`config.mk`:
```
export PLATFORM = sky130hd
export DESIGN_NAME = io_uart_bridge
export DESIGN_NICKNAME = d
export VERILOG_FILES = /design/src/rtl/io_uart_bridge_pkg.sv /design/src/rtl/io_uart_bridge_if.sv /design/src/rtl/io_uart_bridge_fifo.sv /design/src/rtl/io_uart_bridge.sv
export SDC_FILE = /design/constraint.sdc
export NUM_CORES = 1
export LEC_CHECK = 0
export CAP_MARGIN = 10
export CORE_UTILIZATION = 49
export CTS_CLUSTER_DIAMETER = 120
export DETAILED_ROUTE_END_ITERATION = 8
export PLACE_DENSITY = 0.7
export SLEW_MARGIN = 0
export SYNTH_ARGS = -nofsm -noshare
export SYNTH_HDL_FRONTEND = slang
export SYNTH_SLANG_ARGS = --single-unit
export TNS_END_PERCENT = 100
```
`constraint.sdc`:
```
create_clock -name clk_i -period 4.7 [get_ports clk_i]
set_input_delay 0.47 -clock clk_i [delete_from_list [all_inputs] [get_ports clk_i]]
set_output_delay 0.47 -clock clk_i [all_outputs]
set_load 0.005 [all_outputs]
```
`src/rtl/io_uart_bridge_pkg.sv`:
```
// Register map and status layout for the IO-space UART bridge.
// Address constants mirror the generated register-map packages.
package top_regs_Consts;
  localparam logic [11:0] ADDR_TOP_UART = 12'h100;
endpackage

package uart_Consts;
  localparam logic [11:0] ADDR_UART_DATA   = 12'h000;
  localparam logic [11:0] ADDR_UART_STATUS = 12'h004;
  localparam int STATUS_TX_FULL    = 0;
  localparam int STATUS_RX_AVAIL   = 1;
  localparam int STATUS_RX_OVERRUN = 2;
  localparam int STATUS_TX_EMPTY   = 3;
endpackage

package io_uart_bridge_pkg;
  // Packed MSB-first so bit positions match the STATUS_* indices.
  typedef struct packed {
    logic tx_empty;
    logic rx_overrun;
    logic rx_avail;
    logic tx_full;
  } status_t;
endpackage

```
`src/rtl/io_uart_bridge_if.sv`:
```
// Push/pop port bundle between the bridge and its byte FIFOs.
interface io_uart_bridge_if #(
  parameter int WIDTH = 8
);
  logic             push;
  logic             pop;
  logic [WIDTH-1:0] wdata;
  logic [WIDTH-1:0] head;
  logic             full;
  logic             empty;

  modport master (
    output push, pop, wdata,
    input  head, full, empty
  );

  modport slave (
    input  push, pop, wdata,
    output head, full, empty
  );
endinterface

```
`src/rtl/io_uart_bridge_fifo.sv`:
```
// Synchronous FIFO with DEPTH_LOG2+1 bit wrapping pointers.
module Sync_Fifo #(
  parameter int WIDTH      = 8,
  parameter int DEPTH_LOG2 = 4
) (
  input logic        clk_i,
  input logic        rst_ni,
  io_uart_bridge_if.slave f
);
  localparam int DEPTH = 1 << DEPTH_LOG2;

  logic [WIDTH-1:0]    mem [DEPTH];
  logic [DEPTH_LOG2:0] wr_ptr;
  logic [DEPTH_LOG2:0] rd_ptr;
  logic                do_push;
  logic                do_pop;

  assign f.empty = (wr_ptr == rd_ptr);
  assign f.full  =
    (wr_ptr[DEPTH_LOG2] != rd_ptr[DEPTH_LOG2]) &&
    (wr_ptr[DEPTH_LOG2-1:0] == rd_ptr[DEPTH_LOG2-1:0]);
  assign f.head  = mem[rd_ptr[DEPTH_LOG2-1:0]];

  // A pop frees the slot this same edge, so push is allowed when full.
  assign do_pop  = f.pop && !f.empty;
  assign do_push = f.push && (!f.full || do_pop);

  always_ff @(posedge clk_i or negedge rst_ni) begin
    if (!rst_ni) begin
      wr_ptr <= '0;
      rd_ptr <= '0;
    end else begin
      if (do_push) wr_ptr <= wr_ptr + 1'b1;
      if (do_pop)  rd_ptr <= rd_ptr + 1'b1;
    end
  end

  always_ff @(posedge clk_i) begin
    if (do_push) mem[wr_ptr[DEPTH_LOG2-1:0]] <= f.wdata;
  end
endmodule

```
`src/rtl/io_uart_bridge.sv`:
```
// Memory-mapped UART bridge: DATA/STATUS registers over TX and RX
// byte FIFOs feeding AXI-stream style uart ports.
module io_uart_bridge
  import io_uart_bridge_pkg::*;
#(
  parameter int          DEPTH_LOG2 = 4,
  parameter logic [11:0] BASE = top_regs_Consts::ADDR_TOP_UART
) (
  input  logic        clk_i,
  input  logic        rst_ni,
  input  logic        io_read_valid_i,
  input  logic        io_write_valid_i,
  input  logic [11:0] io_addr_i,
  input  logic [31:0] io_wdata_i,
  output logic [31:0] io_rdata_o,
  output logic [7:0]  tx_tdata_o,
  output logic        tx_tvalid_o,
  input  logic        tx_tready_i,
  input  logic [7:0]  rx_tdata_i,
  input  logic        rx_tvalid_i,
  output logic        rx_tready_o
);
  localparam logic [11:0] ADDR_DATA =
    BASE + uart_Consts::ADDR_UART_DATA;
  localparam logic [11:0] ADDR_STATUS =
    BASE + uart_Consts::ADDR_UART_STATUS;

  io_uart_bridge_if #(.WIDTH(8)) tx_q ();
  io_uart_bridge_if #(.WIDTH(8)) rx_q ();

  logic        hit_data;
  logic        hit_status;
  logic        overrun;
  logic        ovr_set;
  logic        ovr_clr;
  logic [31:0] rdata_d;
  status_t     st;
  logic [23:0] unused_wdata;

  assign hit_data   = (io_addr_i == ADDR_DATA);
  assign hit_status = (io_addr_i == ADDR_STATUS);
  assign unused_wdata = io_wdata_i[31:8];

  assign tx_q.push  = io_write_valid_i && hit_data;
  assign tx_q.wdata = io_wdata_i[7:0];
  assign tx_q.pop   = tx_tvalid_o && tx_tready_i;
  assign tx_tvalid_o = !tx_q.empty;
  assign tx_tdata_o  = tx_q.head;

  assign rx_tready_o = rst_ni;
  assign rx_q.push  = rx_tvalid_i && rx_tready_o;
  assign rx_q.wdata = rx_tdata_i;
  assign rx_q.pop   = io_read_valid_i && hit_data && !rx_q.empty;

  // A full FIFO being read this cycle still accepts the byte.
  assign ovr_set = rx_q.push && rx_q.full && !rx_q.pop;
  assign ovr_clr = io_write_valid_i && hit_status && io_wdata_i[2];

  assign st = '{
    tx_empty:   tx_q.empty,
    rx_overrun: overrun,
    rx_avail:   !rx_q.empty,
    tx_full:    tx_q.full
  };

  always_comb begin
    rdata_d = '0;
    unique case (1'b1)
      hit_data:
        if (!rx_q.empty) rdata_d = {23'h0, 1'b1, rx_q.head};
      hit_status:
        rdata_d = {28'h0, st};
      default:
        rdata_d = '0;
    endcase
  end

  always_ff @(posedge clk_i or negedge rst_ni) begin
    if (!rst_ni) begin
      overrun    <= 1'b0;
      io_rdata_o <= '0;
    end else begin
      io_rdata_o <= rdata_d;
      if (ovr_set)      overrun <= 1'b1;
      else if (ovr_clr) overrun <= 1'b0;
    end
  end

  Sync_Fifo #(.WIDTH(8), .DEPTH_LOG2(DEPTH_LOG2)) u_tx_fifo (
    .clk_i  (clk_i),
    .rst_ni (rst_ni),
    .f      (tx_q)
  );

  Sync_Fifo #(.WIDTH(8), .DEPTH_LOG2(DEPTH_LOG2)) u_rx_fifo (
    .clk_i  (clk_i),
    .rst_ni (rst_ni),
    .f      (rx_q)
  );
endmodule

```
==> impl_metrics.ini <==
[synthesis]
synthCells = 586
synthAdderAreaFrac_pct = 1.06
synth-xor-area-share_pct = 2.33
async_reset_ff_share_pct = 10.5
yosysSeqAreaShare_pct = 71.6
synth_edf_count = 256
synthSimpleGateAreaFrac_pct = 4.74
synth_ff_type = edfxtp_1
syn_area_sq_mm = 0.0118
synth_commonest_cells = edfxtp_1, mux4_2, dfrtp_1
synth.distinct_cells = 49
synth.most_common_cell = edfxtp_1
ys_ff_latch = 286
yosys-mux-area-fraction_pct = 14.8
synth_top_family_by_area = multiplexers
yosys.area.top_type = edfxtp_1
synth_compound_area_share_pct = 1.67
synth_top_area_share_pct = 65.2
synth_area_leaders = edfxtp_1, mux4_2, dfrtp_1
avgSynthCellArea_sq_um = 20.1
ys_warn_count = 0

[sta]
post-route-period-util_pct = 73.9
fmax_ghz = 0.288
finClkSkew_ns = 0.0155
rsz0062_at_grt = false
worst_pin_slew_ns = 1.12
setup_viol = 0
hold_violations = 0
slew_headroom_pct = 25.0
setup_slack_ns = 1.23
fin_tns_setup_ns = 0
min_period_ns = 3.47
slew_violations = 0

[cts]
insertion_delay_ns = 0.53
tritoncts = built
cts_resized = 0
htreeDepth = 1
clk_path_buf_depth = 3
cts_buffers = 27
postCtsHoldBufs = 1
cts_root_buf = clkbuf_16
clk_pin_slew_ns = 0.06
cts_sinks = 286
post-cts-setup-buffers = 0

[critical_path]
r2r-end = u_tx_fifo.mem[13][5]
reg2reg_setup_slack_ns = 1.68
cp_max_fo = 17
worst-path-stages = 4
crit_top_cell = mux4_2
r2r_cells = 5
path_cells = buf_4, mux4_2, mux4_2, clkdlybuf4s50_1
critical_path_required_ns = 4.23
arrival_ns = 3.00
critPathTopFamily = multiplexers
critPathLaunchType = flip-flop
critPathBufInv = 2
critical_path.max_stage_delay_ns = 0.56
cp_slowest_cell = mux4_2
cp-startpoint = u_tx_fifo.rd_ptr[0]
crit_path_end = tx_tdata_o[5]
r2r-start = u_tx_fifo.rd_ptr[2]
worst_setup_path_end_kind = output port
critPathKind = flip-flop to output port

[status]
outcome = complete, no violations

[floorplan]
dieArea_sq_mm = 0.0247
initial_utilization_pct = 50.1
fp.dieH_um = 157
die_x_um = 157
rows = 56
core_sq_mm = 0.0235
ios = 100

[final_layout]
drive_above_1_share_pct = 20.0
n_antenna_cell = 0
nets = 721
synthToLayoutAreaGrowth_pct = 13.3
fin_area_sq_mm = 0.0134

[pwr]
power_density_mw_per_mm2 = 463
power_mw = 6.18
peakVddDrop_mv = 0.275
power.leakage_nw = 4.43

[detailed_routing]
firstDrtPassIters = 5
drcViolationCount = 0
vias_per_cell = 5.60
num_vias = 5559
wl_um = 21700
wl_per_cell_um = 21.9
ant_nets = 0
drt_iter0_drc = 566

[global_route]
grt_overflow = 0
grt_pass1_wl_um = 33100
grt_max_degree = 36
grt_usage_pct = 18.5
grt_pass1_vias = 5625
antenna_found_initial = 0

[place]
place_hpwl_um = 14000
dpl_cell_area_sq_mm = 0.0125
place.gp.congestion = 0.773
dp_slack_ns = 1.39
io_buffers = 52

[hold_path]
min_path_type = input pin to asynchronous set/reset pin

[flow_run]
maxCapViolCount = 0
metal layers:
layer | routed length [um] | track usage [%] | vias to the layer above
li1 | - | - | 2457
met5 | 0 | 0 | -
met2 | 10600 | 29.1 | 179
met3 | 1380 | 3.55 | 25
met4 | 337 | 5.13 | 0
met1 | 9480 | 26.6 | 2898
power breakdown:
part           switching (mW)  internal (mW)  total, mW
Combinational           0.467          0.620       1.09
Clock                   0.872           1.20       2.07
Sequential              0.142           2.87       3.02
Total                    1.48           4.70       6.18
registers in the layout, indices dropped and copies added (netlist names):
register and flops:
u_tx_fifo.rd_ptr 5, u_tx_fifo.wr_ptr 5, u_tx_fifo.mem 128, u_rx_fifo.wr_ptr 5, overrun 1, io_rdata_o 9, u_rx_fifo.mem 128, u_rx_fifo.rd_ptr 5
metrics by stage:
| step | instances | util [%] | hold WS (ns) |
|---|---|---|---|
| 2_1_floorplan | 608 | - | 0.174 |
| 3_3_place_gp | 942 | 53.1 | 0.406 |
| 3_5_place_dp | 942 | 53.1 | 0.411 |
| 4_1_cts | 993 | 56.7 | 0.395 |
| 5_1_grt | 993 | 56.7 | 0.423 |
| 6_report | 993 | 56.7 | 0.392 |
final cells by class:
class | instances | area (sq um)
multi-input cells | 261 | 2990
well taps | 319 | 399
flip-flops and latches | 286 | 8440
inverters | 7 | 26.3
fillers | 1771 | 10200
clock buffers | 39 | 741
repair buffers | 70 | 653
clock inverters | 11 | 106
worst register-to-register path, stage by stage (launching register included):
cell and delay (ns):
dfrtp_1 0.84, xor2_1 0.30, nor4_4 0.10, a31oi_2 0.31, nand3_1 0.20, nor2_1 0.89
placed cells by master (no fill, tap or decap), types with 4 or more instances in the layout:
cell and n:
nand3_1 8, xnor2_1 15, clkinv_1 4, edfxtp_1 256
xor2_1 9, nor2b_1 8, a21oi_1 5, nor4_4 4
conb_1 23, nand2_1 12, clkbuf_1 10, clkdlybuf4s50_1 51
nand4_1 7, inv_1 6, mux4_1 9, o22ai_1 4
and3_1 15, mux4_2 61, mux2i_1 10, xor2_2 4
ha_1 10, dfrtp_1 29, nor2_1 14, buf_4 17
clkbuf_16 27, nor3_1 6, a211oi_1 8
cell families after synthesis:
family          count (synthesis)
compound gates                 27
flops                         286
buf+inv                        61
mux                            83
xor+xnor                       28
simple gates                   90
other cells                     1
fa+ha+maj                      10
how the worst min path moves through the flow:
| stage | end | slack [ns] |
|---|---|---|
| after floorplan | io_rdata_o[0] | 0.17 |
| after CTS | u_rx_fifo.rd_ptr[1] | 0.40 |
| after detailed placement | io_rdata_o[5] | 0.41 |
| final | overrun | 0.39 |
| after global routing | u_rx_fifo.rd_ptr[2] | 0.42 |
| after global placement | io_rdata_o[4] | 0.41 |
No activity file was read; power rests on OpenSTA's default activity.
